--- src/rtl/dlsc_pxdma_pkg.sv ---
// Shared pixel-DMA definitions: packer/unpacker state encodings, the
// bytes-per-pixel decode and the byte-lane strobe mask helper.
package dlsc_pxdma_pkg;

    typedef enum logic [1:0] {
        ST_IDLE   = 2'd0,
        ST_ACTIVE = 2'd1,
        ST_FLUSH  = 2'd2
    } px_state_t;

    localparam int unsigned BUF_BYTES = 8;

    function automatic logic [2:0] bpw_to_bytes(input logic [1:0] bpw);
        return {1'b0, bpw} + 3'd1;
    endfunction

    // Lanes lane .. lane+bytes-1 of the 8-byte staging buffer.
    function automatic logic [7:0] strb_mask(input logic [2:0] lane, input logic [2:0] bytes);
        logic [7:0] m;
        logic [3:0] lo;
        logic [3:0] hi;
        lo = {1'b0, lane};
        hi = lo + {1'b0, bytes};
        m  = 8'h00;
        for (int j = 0; j < 8; j++) begin
            if ((4'(j) >= lo) && (4'(j) < hi)) begin
                m[j] = 1'b1;
            end else begin
                m[j] = 1'b0;
            end
        end
        return m;
    endfunction

endpackage

--- src/rtl/dlsc_px_packer_insert.sv ---
// Combinational insertion of up to 4 pixel bytes at byte lane 'lane' of the
// 8-byte staging buffer, setting the matching strobe bits.
module dlsc_px_packer_insert
    import dlsc_pxdma_pkg::*;
(
    input  logic [63:0] buf_in,
    input  logic [7:0]  sb_in,
    input  logic [2:0]  lane,
    input  logic [2:0]  bytes,
    input  logic [31:0] data,
    output logic [63:0] buf_out,
    output logic [7:0]  sb_out
);

    logic [7:0] mask_s;
    logic [2:0] rel_s;

    // Per-lane mux: lanes inside the mask take pixel byte (lane_index - lane).
    always_comb begin
        buf_out = buf_in;
        sb_out  = sb_in;
        rel_s   = 3'd0;
        mask_s  = strb_mask(lane, bytes);
        for (int j = 0; j < 8; j++) begin
            rel_s = 3'(j) - lane;
            if (mask_s[j]) begin
                buf_out[j*8 +: 8] = data[{rel_s[1:0], 3'b000} +: 8];
                sb_out[j]         = 1'b1;
            end else begin
                buf_out[j*8 +: 8] = buf_in[j*8 +: 8];
                sb_out[j]         = sb_in[j];
            end
        end
    end

endmodule

--- src/rtl/dlsc_px_packer.sv ---
// Packs 1-4 byte pixels into 32-bit little-endian words with strobes, one row
// per command. Optional DLSC_PX_PACKER_ZERO_PAD_EN zeroes unstrobed out_data bytes.
module dlsc_px_packer
    import dlsc_pxdma_pkg::*;
#(
    parameter int WLEN = 11
) (
    input  logic            clk,
    input  logic            rst,
    output logic            cmd_ready,
    input  logic            cmd_valid,
    input  logic [1:0]      cmd_offset,
    input  logic [1:0]      cmd_bpw,
    input  logic [WLEN-1:0] cmd_words,
    output logic            cmd_done,
    output logic            in_ready,
    input  logic            in_valid,
    input  logic [31:0]     in_data,
    input  logic            out_ready,
    output logic            out_valid,
    output logic            out_last,
    output logic [31:0]     out_data,
    output logic [3:0]      out_strb
);

    localparam logic [WLEN-1:0] LEFT_ONE = WLEN'(1);

    px_state_t       state_r, state_nxt;
    logic [3:0]      f_r, f_nxt;
    logic [63:0]     buf_r, buf_nxt;
    logic [7:0]      sb_r, sb_nxt;
    logic [WLEN-1:0] left_r, left_nxt;
    logic [2:0]      bytes_r, bytes_nxt;
    logic            done_r, done_nxt;

    logic            pop_s;
    logic            in_fire_s;
    logic [3:0]      f_shift_s;
    logic [63:0]     buf_shift_s;
    logic [7:0]      sb_shift_s;
    logic [63:0]     buf_ins_s;
    logic [7:0]      sb_ins_s;

    // Handshake decode; everything except in_ready comes from registered state.
    always_comb begin
        cmd_ready = (state_r == ST_IDLE);
        out_valid = (f_r >= 4'd4) || ((state_r == ST_FLUSH) && (f_r != 4'd0));
        out_last  = (state_r == ST_FLUSH) && (f_r <= 4'd4);
        out_strb  = sb_r[3:0];
        cmd_done  = done_r;
        pop_s     = out_valid && out_ready;
        if (pop_s) begin
            f_shift_s   = (f_r >= 4'd4) ? (f_r - 4'd4) : 4'd0;
            buf_shift_s = {32'h0000_0000, buf_r[63:32]};
            sb_shift_s  = {4'h0, sb_r[7:4]};
        end else begin
            f_shift_s   = f_r;
            buf_shift_s = buf_r;
            sb_shift_s  = sb_r;
        end
        in_ready  = (state_r == ST_ACTIVE) && (f_shift_s <= 4'd4);
        in_fire_s = in_ready && in_valid;
    end

`ifdef DLSC_PX_PACKER_ZERO_PAD_EN
    // Unstrobed lanes are forced to zero.
    always_comb begin
        out_data = 32'h0000_0000;
        for (int j = 0; j < 4; j++) begin
            if (sb_r[j]) begin
                out_data[j*8 +: 8] = buf_r[j*8 +: 8];
            end else begin
                out_data[j*8 +: 8] = 8'h00;
            end
        end
    end
`else
    // Unstrobed lanes carry whatever the buffer holds.
    always_comb begin
        out_data = buf_r[31:0];
    end
`endif

    // New bytes land after the pop shift, at the post-shift fill pointer.
    dlsc_px_packer_insert u_insert (
        .buf_in  (buf_shift_s),
        .sb_in   (sb_shift_s),
        .lane    (f_shift_s[2:0]),
        .bytes   (bytes_r),
        .data    (in_data),
        .buf_out (buf_ins_s),
        .sb_out  (sb_ins_s)
    );

    // Row FSM: next state, pointer, counter and done pulse.
    always_comb begin
        state_nxt = state_r;
        f_nxt     = f_shift_s;
        buf_nxt   = buf_shift_s;
        sb_nxt    = sb_shift_s;
        left_nxt  = left_r;
        bytes_nxt = bytes_r;
        done_nxt  = 1'b0;
        case (state_r)
            ST_IDLE: begin
                if (cmd_valid) begin
                    f_nxt     = {2'b00, cmd_offset};
                    sb_nxt    = 8'h00;
                    left_nxt  = cmd_words;
                    bytes_nxt = bpw_to_bytes(cmd_bpw);
                    if (cmd_words == '0) begin
                        done_nxt = 1'b1;
                    end else begin
                        state_nxt = ST_ACTIVE;
                    end
                end else begin
                    state_nxt = ST_IDLE;
                end
            end
            ST_ACTIVE: begin
                if (in_fire_s) begin
                    buf_nxt  = buf_ins_s;
                    sb_nxt   = sb_ins_s;
                    f_nxt    = f_shift_s + {1'b0, bytes_r};
                    left_nxt = left_r - LEFT_ONE;
                    if (left_r == LEFT_ONE) begin
                        state_nxt = ST_FLUSH;
                    end else begin
                        state_nxt = ST_ACTIVE;
                    end
                end else begin
                    state_nxt = ST_ACTIVE;
                end
            end
            ST_FLUSH: begin
                if (pop_s && (f_shift_s == 4'd0)) begin
                    state_nxt = ST_IDLE;
                    done_nxt  = 1'b1;
                end else begin
                    state_nxt = ST_FLUSH;
                end
            end
            default: begin
                state_nxt = ST_IDLE;
                f_nxt     = 4'd0;
                sb_nxt    = 8'h00;
            end
        endcase
    end

    // State registers with synchronous reset; a reset drops any partial row.
    always_ff @(posedge clk) begin
        if (rst) begin
            state_r <= ST_IDLE;
            f_r     <= 4'd0;
            buf_r   <= 64'd0;
            sb_r    <= 8'h00;
            left_r  <= '0;
            bytes_r <= 3'd0;
            done_r  <= 1'b0;
        end else begin
            state_r <= state_nxt;
            f_r     <= f_nxt;
            buf_r   <= buf_nxt;
            sb_r    <= sb_nxt;
            left_r  <= left_nxt;
            bytes_r <= bytes_nxt;
            done_r  <= done_nxt;
        end
    end

endmodule

--- config.mk ---
export PLATFORM = sky130hd
export DESIGN_NAME = dlsc_px_packer
export DESIGN_NICKNAME = d
export VERILOG_FILES = /design/src/rtl/dlsc_pxdma_pkg.sv /design/src/rtl/dlsc_px_packer_insert.sv /design/src/rtl/dlsc_px_packer.sv
export SDC_FILE = /design/constraint.sdc
export NUM_CORES = 1
export LEC_CHECK = 0
export ABC_CLOCK_PERIOD_IN_PS = 3600
export CAP_MARGIN = 20
export CORE_MARGIN = 2
export CORE_UTILIZATION = 59
export DETAILED_ROUTE_END_ITERATION = 10
export DONT_BUFFER_PORTS = 1
export PLACE_DENSITY = 0.86
export SLEW_MARGIN = 10
export SYNTH_ARGS = -nofsm -noshare
export SYNTH_HDL_FRONTEND = slang
export SYNTH_HIERARCHICAL = 1
export SYNTH_SLANG_ARGS = --single-unit
--- constraint.sdc ---
create_clock -name clk -period 3.6 [get_ports clk]
set_input_delay 0.54 -clock clk [delete_from_list [all_inputs] [get_ports clk]]
set_output_delay 0.54 -clock clk [all_outputs]
set_load 0.01 [all_outputs]
## After elaboration in Yosys (flattened, before gate mapping)

Index checks and enable logic that the tools add are counted.

- Register bits after elaboration: 93
- Output and inout bits: 41

- Mux-type cells: 49
- Reductions and logical operators: 21
- $lt $le $gt $ge: 18
- Add/sub/neg operators: 13
- Shift operators: 8
- Equal/unequal tests: 6

Operators with widths:

| kind | count |
|---|---|
| indexed part select 32 x 6 -> 8 bit | 8 |
| 2-to-1 mux 64 bit | 3 |
| 2-to-1 mux 8 bit | 11 |
| case mux 8 bit (3 select lines) | 1 |
| 2-to-1 mux 11 bit | 2 |
| case mux 11 bit (2 select lines) | 1 |
| 2-to-1 mux 1 bit | 19 |
| less-than comparator 3 x 4 -> 1 bit (first input constant) | 4 |
| 2-to-1 mux 4 bit | 4 |
| logical AND 1 bit | 13 |
| case mux 4 bit (3 select lines) | 1 |
| == test 11 x 1 -> 1 bit (second input constant) | 1 |
| logical NOT 11 bit | 1 |
| subtractor 11 x 1 -> 11 bit (second input constant) | 1 |
| 2-to-1 mux 2 bit | 5 |
| >= comparator 3 bit (first input constant) | 3 |
| <= comparator 4 x 3 -> 1 bit (second input constant) | 2 |
| less-than comparator 1 x 4 -> 1 bit (first input constant) | 2 |
| less-than comparator 2 x 4 -> 1 bit (first input constant) | 2 |
| subtractor 1 x 2 -> 2 bit (first input constant) | 4 |
| subtractor 2 bit (first input constant) | 4 |
| >= comparator 1 x 3 -> 1 bit (first input constant) | 2 |
| >= comparator 2 x 3 -> 1 bit (first input constant) | 2 |
| case mux 2 bit (3 select lines) | 1 |
| other kinds (18) | 18 |

## Logic depth before layout (Yosys ltp)

- Word-level depth: 12
- Mapped depth: 15
- Depth with buffers taken out: 12

## Hierarchy

The synthesis kept the hierarchy.

Modules (own cells, without submodules):

| module | area each (um^2) | instances | cells an instance | sequential area each (um^2) |
|---|---|---|---|---|
| dlsc_px_packer | 4982.3 | 1 | 609 | 1861.8 |
| dlsc_px_packer_insert | 1798.0 | 1 | 193 | 0.0 |

## Worst setup path before layout

Ideal clock, no wire load.

- Path type: input to register
- From: input port out_ready
- To: register buf_r[2]
- Path buffers: 4
- Arrival time: 3510 ps
- Required time: 3485 ps
- Cell stages on the path: 14
- Slack: -25 ps
- Cells stage by stage: nand2b_2 or3_1 and2_1 buf_4 clkinv_1 clkbuf_1 ha_1 buf_2 buf_1 mux4_2 mux2_2 inv_1 a21oi_1 o21a_1

- Longest elaborated chain between the ends: 9

RTL lines:

| item | RTL line | source |
|---|---|---|
| from (decl) | dlsc_px_packer.sv:19 | `input logic out_ready,` |
| logical AND 1 bit * | dlsc_px_packer.sv:51 | `pop_s = out_valid && out_ready;` |
| 2-to-1 mux 4 bit * | dlsc_px_packer.sv:52 | `if (pop_s) begin` |
| net f_shift_s[1] | dlsc_px_packer.sv:38 | `logic [3:0] f_shift_s;` |
| adder 3 x 3 -> 4 bit | dlsc_pxdma_pkg.sv:23 | `hi = lo + {1'b0, bytes};` |
| less-than comparator 1 x 4 -> 1 bit | dlsc_pxdma_pkg.sv:26 | `if ((4'(j) >= lo) && (4'(j) < hi)) begin` |
| logical AND 1 bit | dlsc_pxdma_pkg.sv:26 |  |
| 2-to-1 mux 1 bit | dlsc_pxdma_pkg.sv:26 |  |
| 2-to-1 mux 8 bit * | dlsc_px_packer_insert.sv:26 | `if (mask_s[j]) begin` |
| net buf_ins_s[2] | dlsc_px_packer.sv:41 | `logic [63:0] buf_ins_s;` |
| 2-to-1 mux 64 bit * | dlsc_px_packer.sv:121 | `if (in_fire_s) begin` |
| 2-to-1 mux 64 bit * | dlsc_px_packer.sv:104 | `case (state_r)` |
| to (signal assigned) | dlsc_px_packer.sv:164 | `buf_r <= buf_nxt;` |
| to (decl) | dlsc_px_packer.sv:30 | `logic [63:0] buf_r, buf_nxt;` |

Mark *: on every way through the listed nets, which the timed path passes. The rest lies on a longest branch.
A chain may end at the register's enable or synchronous reset.

## Worst setup path after layout

- From: register f_r[2]
- To: register buf_r[10]

- Longest elaborated chain between the ends: 12

RTL lines:

| item | RTL line | source |
|---|---|---|
| from (decl) | dlsc_px_packer.sv:29 | `logic [3:0] f_r, f_nxt;` |
| from (signal assigned) | dlsc_px_packer.sv:163 | `f_r <= f_nxt;` |
| parallel branches: the longest is 4 deep, another holds >= comparator 4 x 3 -> 1 bit | n/a |  |
| 2-to-1 mux 4 bit * | dlsc_px_packer.sv:52 |  |
| net f_shift_s[0] | dlsc_px_packer.sv:38 |  |
| adder 3 x 3 -> 4 bit | dlsc_pxdma_pkg.sv:23 |  |
| less-than comparator 1 x 4 -> 1 bit | dlsc_pxdma_pkg.sv:26 |  |
| logical AND 1 bit | dlsc_pxdma_pkg.sv:26 |  |
| 2-to-1 mux 1 bit | dlsc_pxdma_pkg.sv:26 |  |
| 2-to-1 mux 8 bit * | dlsc_px_packer_insert.sv:26 |  |
| net buf_ins_s[10] | dlsc_px_packer.sv:41 |  |
| 2-to-1 mux 64 bit * | dlsc_px_packer.sv:121 |  |
| 2-to-1 mux 64 bit * | dlsc_px_packer.sv:104 |  |

Mark *: on every way through the listed nets, which the timed path passes.

==> impl_results.md <==
- Synth Area in XOR/XNOR: 0.00388
- Commonest non-fill, non-tap cell in the layout: a21oi_1
- Hold Crit Class: input port to flop
- Gr busiest metal: met2
- Most frequent cells in the layout: 96 x a21oi_1, 93 x dfxtp_1, 83 x mux2_2
- Final WS setup: 139 ps
- First-pass GRT wire length: 24900 um
- Crit path buf inv count: 1
- Area fraction of the dominant cell type after synthesis: 0.275
- Arrival time at the worst endpoint: 3710 ps
- Slowest cell on the critical path: fa_1
- Final setup fails: 0
- Count of clock tree sinks: 93
- Drt wl/cell: 17.6 um
- End of the worst hold path: bytes_r[1]
- Layout cells sized above 1: 0.200
- CTS Buf Count: 9
- DIE AREA: 0.0124 mm2
- Die Span Y: 111 um
- Adder-Cell Fraction of Synth Area: 0.0262
- Setup TNS: 0 ps
- Worst reg2reg path depth: 12
- Final hold vios: 0
- Mapped cell area: 0.00678 mm2
- Htree depth: 3
- Critical path's top delay family: simple AND/OR/NAND/NOR gates
- Met2 Track Usage GR: 0.416
- Largest family of logic cells by synthesized area: multiplexers
- CP max FO: 9
- Clock latency on the worst-skew pair: 350 ps
- Die outline width: 111 um
- Post-synth EDFFs: 0
- Via count: 5377
- Cell taking the most area after synthesis: dfxtp_1
- TritonCTS clock tree: done
- WP data required: 3850 ps
- WHS Path Cells: 1
- Yosys reg bits: 93
- Setup crit start kind: flop
- Gr ovfl total: 0
- Synth Area in Simple Gates: 0.168
- DRT iter0 DRCs: 311
- LEAKAGE: 2.76 nW
- Vias per cell: 6.12
- # rows: 39
- Post-synthesis mux area share: 0.227
- Synth Area in Compound Gates: 0.189
- Met3 GRT Util: 0.0689
- # diodes: 0
- DRC viols: 0
- Initial antenna violation count: 0
- Unique cell type count in the Yosys netlist: 59
- Syn_nets: 867
- Hold_sp: rst
- I/O pin cnt: 93
- Post-Syn Instances: 802
- Max Root-Sink Buffers: 2
- Crit path kind: flop to flop
- Mean Syn Cell Area: 8.45 um2
- Met1 Usage GRT: 0.305
- Minimum clock period: 3460 ps
- First-pass DRT Iterations: 5
- Critical R2R Capture: buf_r[10]
- FFs w/ async S/R, synth: 0
- Critical Path Max Stage Delay: 460 ps
- Max-cap violations: 0
- VDD IR-drop max: 354 uV
- R2R Setup Slk: 140 ps
- Top area cells in the synthesized netlist: dfxtp_1 27%, mux2_2 14%, a21oi_1 7.1%, mux4_2 6.0%, buf_4 4.4%
- DP HPWL: 10700 um
- CTS clk-pin slew, worst paths: 60 ps
- Area Growth Syn to Fin: 0.240%
- Clock root cell: clkbuf_16
- Worst r2r src: f_r[2]
- Post-CTS Setup Bufs: 0
- Vias in the first global route: 5047
- Tot GR Track Use: 0.248
- Post-synthesis sequential area ratio: 0.275
- Max-Slew Margin vs Limit: 0.432
- Fin Clk Skew: 4.67 ps
- Drt total wl: 15500 um
- Fin crit share: 0.961
- Max Freq: 0.289 GHz
- Most used cell, CP: or3_1
- Crit path cell chain: nand2b_2, or3_1, and2_2, ha_1, fa_1, or3_1, o211a_1, o21ai_2, mux2_2, inv_1, a21oi_1, o21a_1
- Power Density: 403 mW/mm2
- Routability cong.: 0.832
- Post-route antenna net violation count: 0
- Number of port buffers: 0
- Primary FF master, synth: dfxtp_1
- Initial Util: 0.599
- RSZ-0062 raised after global routing: false
- Outcome: finished, final reports clean
- Largest net degree at the start of global routing: 85
- Ys Warns: 6
- Critical Path End Type: flop
- Fin nets: 797
- Dpl ws: 140 ps
- Worst slew pin tran: 851 ps
- Cts hold-fix bufs: 0
- Core area: 0.0113 mm2
- Slew Viols, Final: 0
==> state kept, by name, summed over array words and instances, names as in the netlist <==
signal,count
buf_r,64
sb_r,8
f_r,4
cmd_done,1
state_r,2
left_r,11
bytes_r,3
==> worst max-delay path by stage <==
stage,start,to,slack (ps),cells past startpoint
CTS,f_r[2],buf_r[24],160,12
finish,f_r[2],buf_r[10],140,12
detailed placement,out_ready,buf_r[24],140,12
floorplan,out_ready,buf_r[2],140,14
global placement,out_ready,buf_r[25],190,12
global route,f_r[2],buf_r[29],9,14
==> routing by layer <==
layer | vias to the layer above | share of wire
met4 | 0 | 0.022
met1 | 2543 | 0.42
met5 | - | 0
li1 | 2639 | -
met2 | 169 | 0.49
met3 | 26 | 0.073
==> synthesized netlist by cell type (all sizes together) (5+ instances only) <==
library cell,count
a21oi,98
dfxtp,93
mux2,89
nand2,77
buf,70
nand3,46
and2,42
inv,42
o21ai,42
o21a,34
clkbuf,25
nor2,23
mux4,18
mux2i,13
ha,11
nor3,11
nand2b,10
a22oi,5
==> final cells by class <==
cell class	instances	area (um2)
clock inverter	1	30.0
timing repair buffer	14	130
inverter	43	161
clock buffer	14	264
multi-input combinational	571	4170
sequential	93	1860
fill	964	4520
tap	143	179
==> report_power, final <==
group	total [mW]	internal, mW	switching [mW]
clock	0.969	0.573	0.395
sequential	1.13	1.08	0.0511
combinational	0.644	0.297	0.348
total	2.74	1.95	0.794
==> per-stage QoR <==
stage,power (mW),utilization,cell area (um2),cells,hold WS (ps)
6_report,2.74,0.600,6800,879,252
3_3_place_gp,1.77,0.573,6490,863,453
5_1_grt,2.86,0.600,6800,879,244
4_1_cts,2.75,0.599,6790,878,242
2_1_floorplan,1.71,-,6780,802,445
3_5_place_dp,1.78,0.573,6490,863,461
==> worst register-to-register path, cell delays in order, from the launching register on <==
cell	delay [ps]
dfxtp_1	360
nand2b_2	240
or3_1	380
and2_2	240
ha_1	230
fa_1	460
or3_1	370
o211a_1	230
o21ai_2	220
mux2_2	410
inv_1	60
a21oi_1	50
o21a_1	110
==> cell families (layout without fill, tap and decap cells) <==
kind of cell | after synthesis | after routing
AO/OA/AOI/OAI | 205 | 205
XOR/XNOR | 3 | 3
adder cells (fa/ha/maj) | 13 | 13
buffers and inverters | 138 | 72
flip-flops | 93 | 93
multiplexers | 120 | 120
AND/OR/NAND/NOR | 230 | 230
==> repair_timing <==
item	in CTS	in global routing
hold endpoints to repair	0	0
gates resized for setup	0	3
setup endpoints to repair	0	4
(Power assumes the default switching activity.)
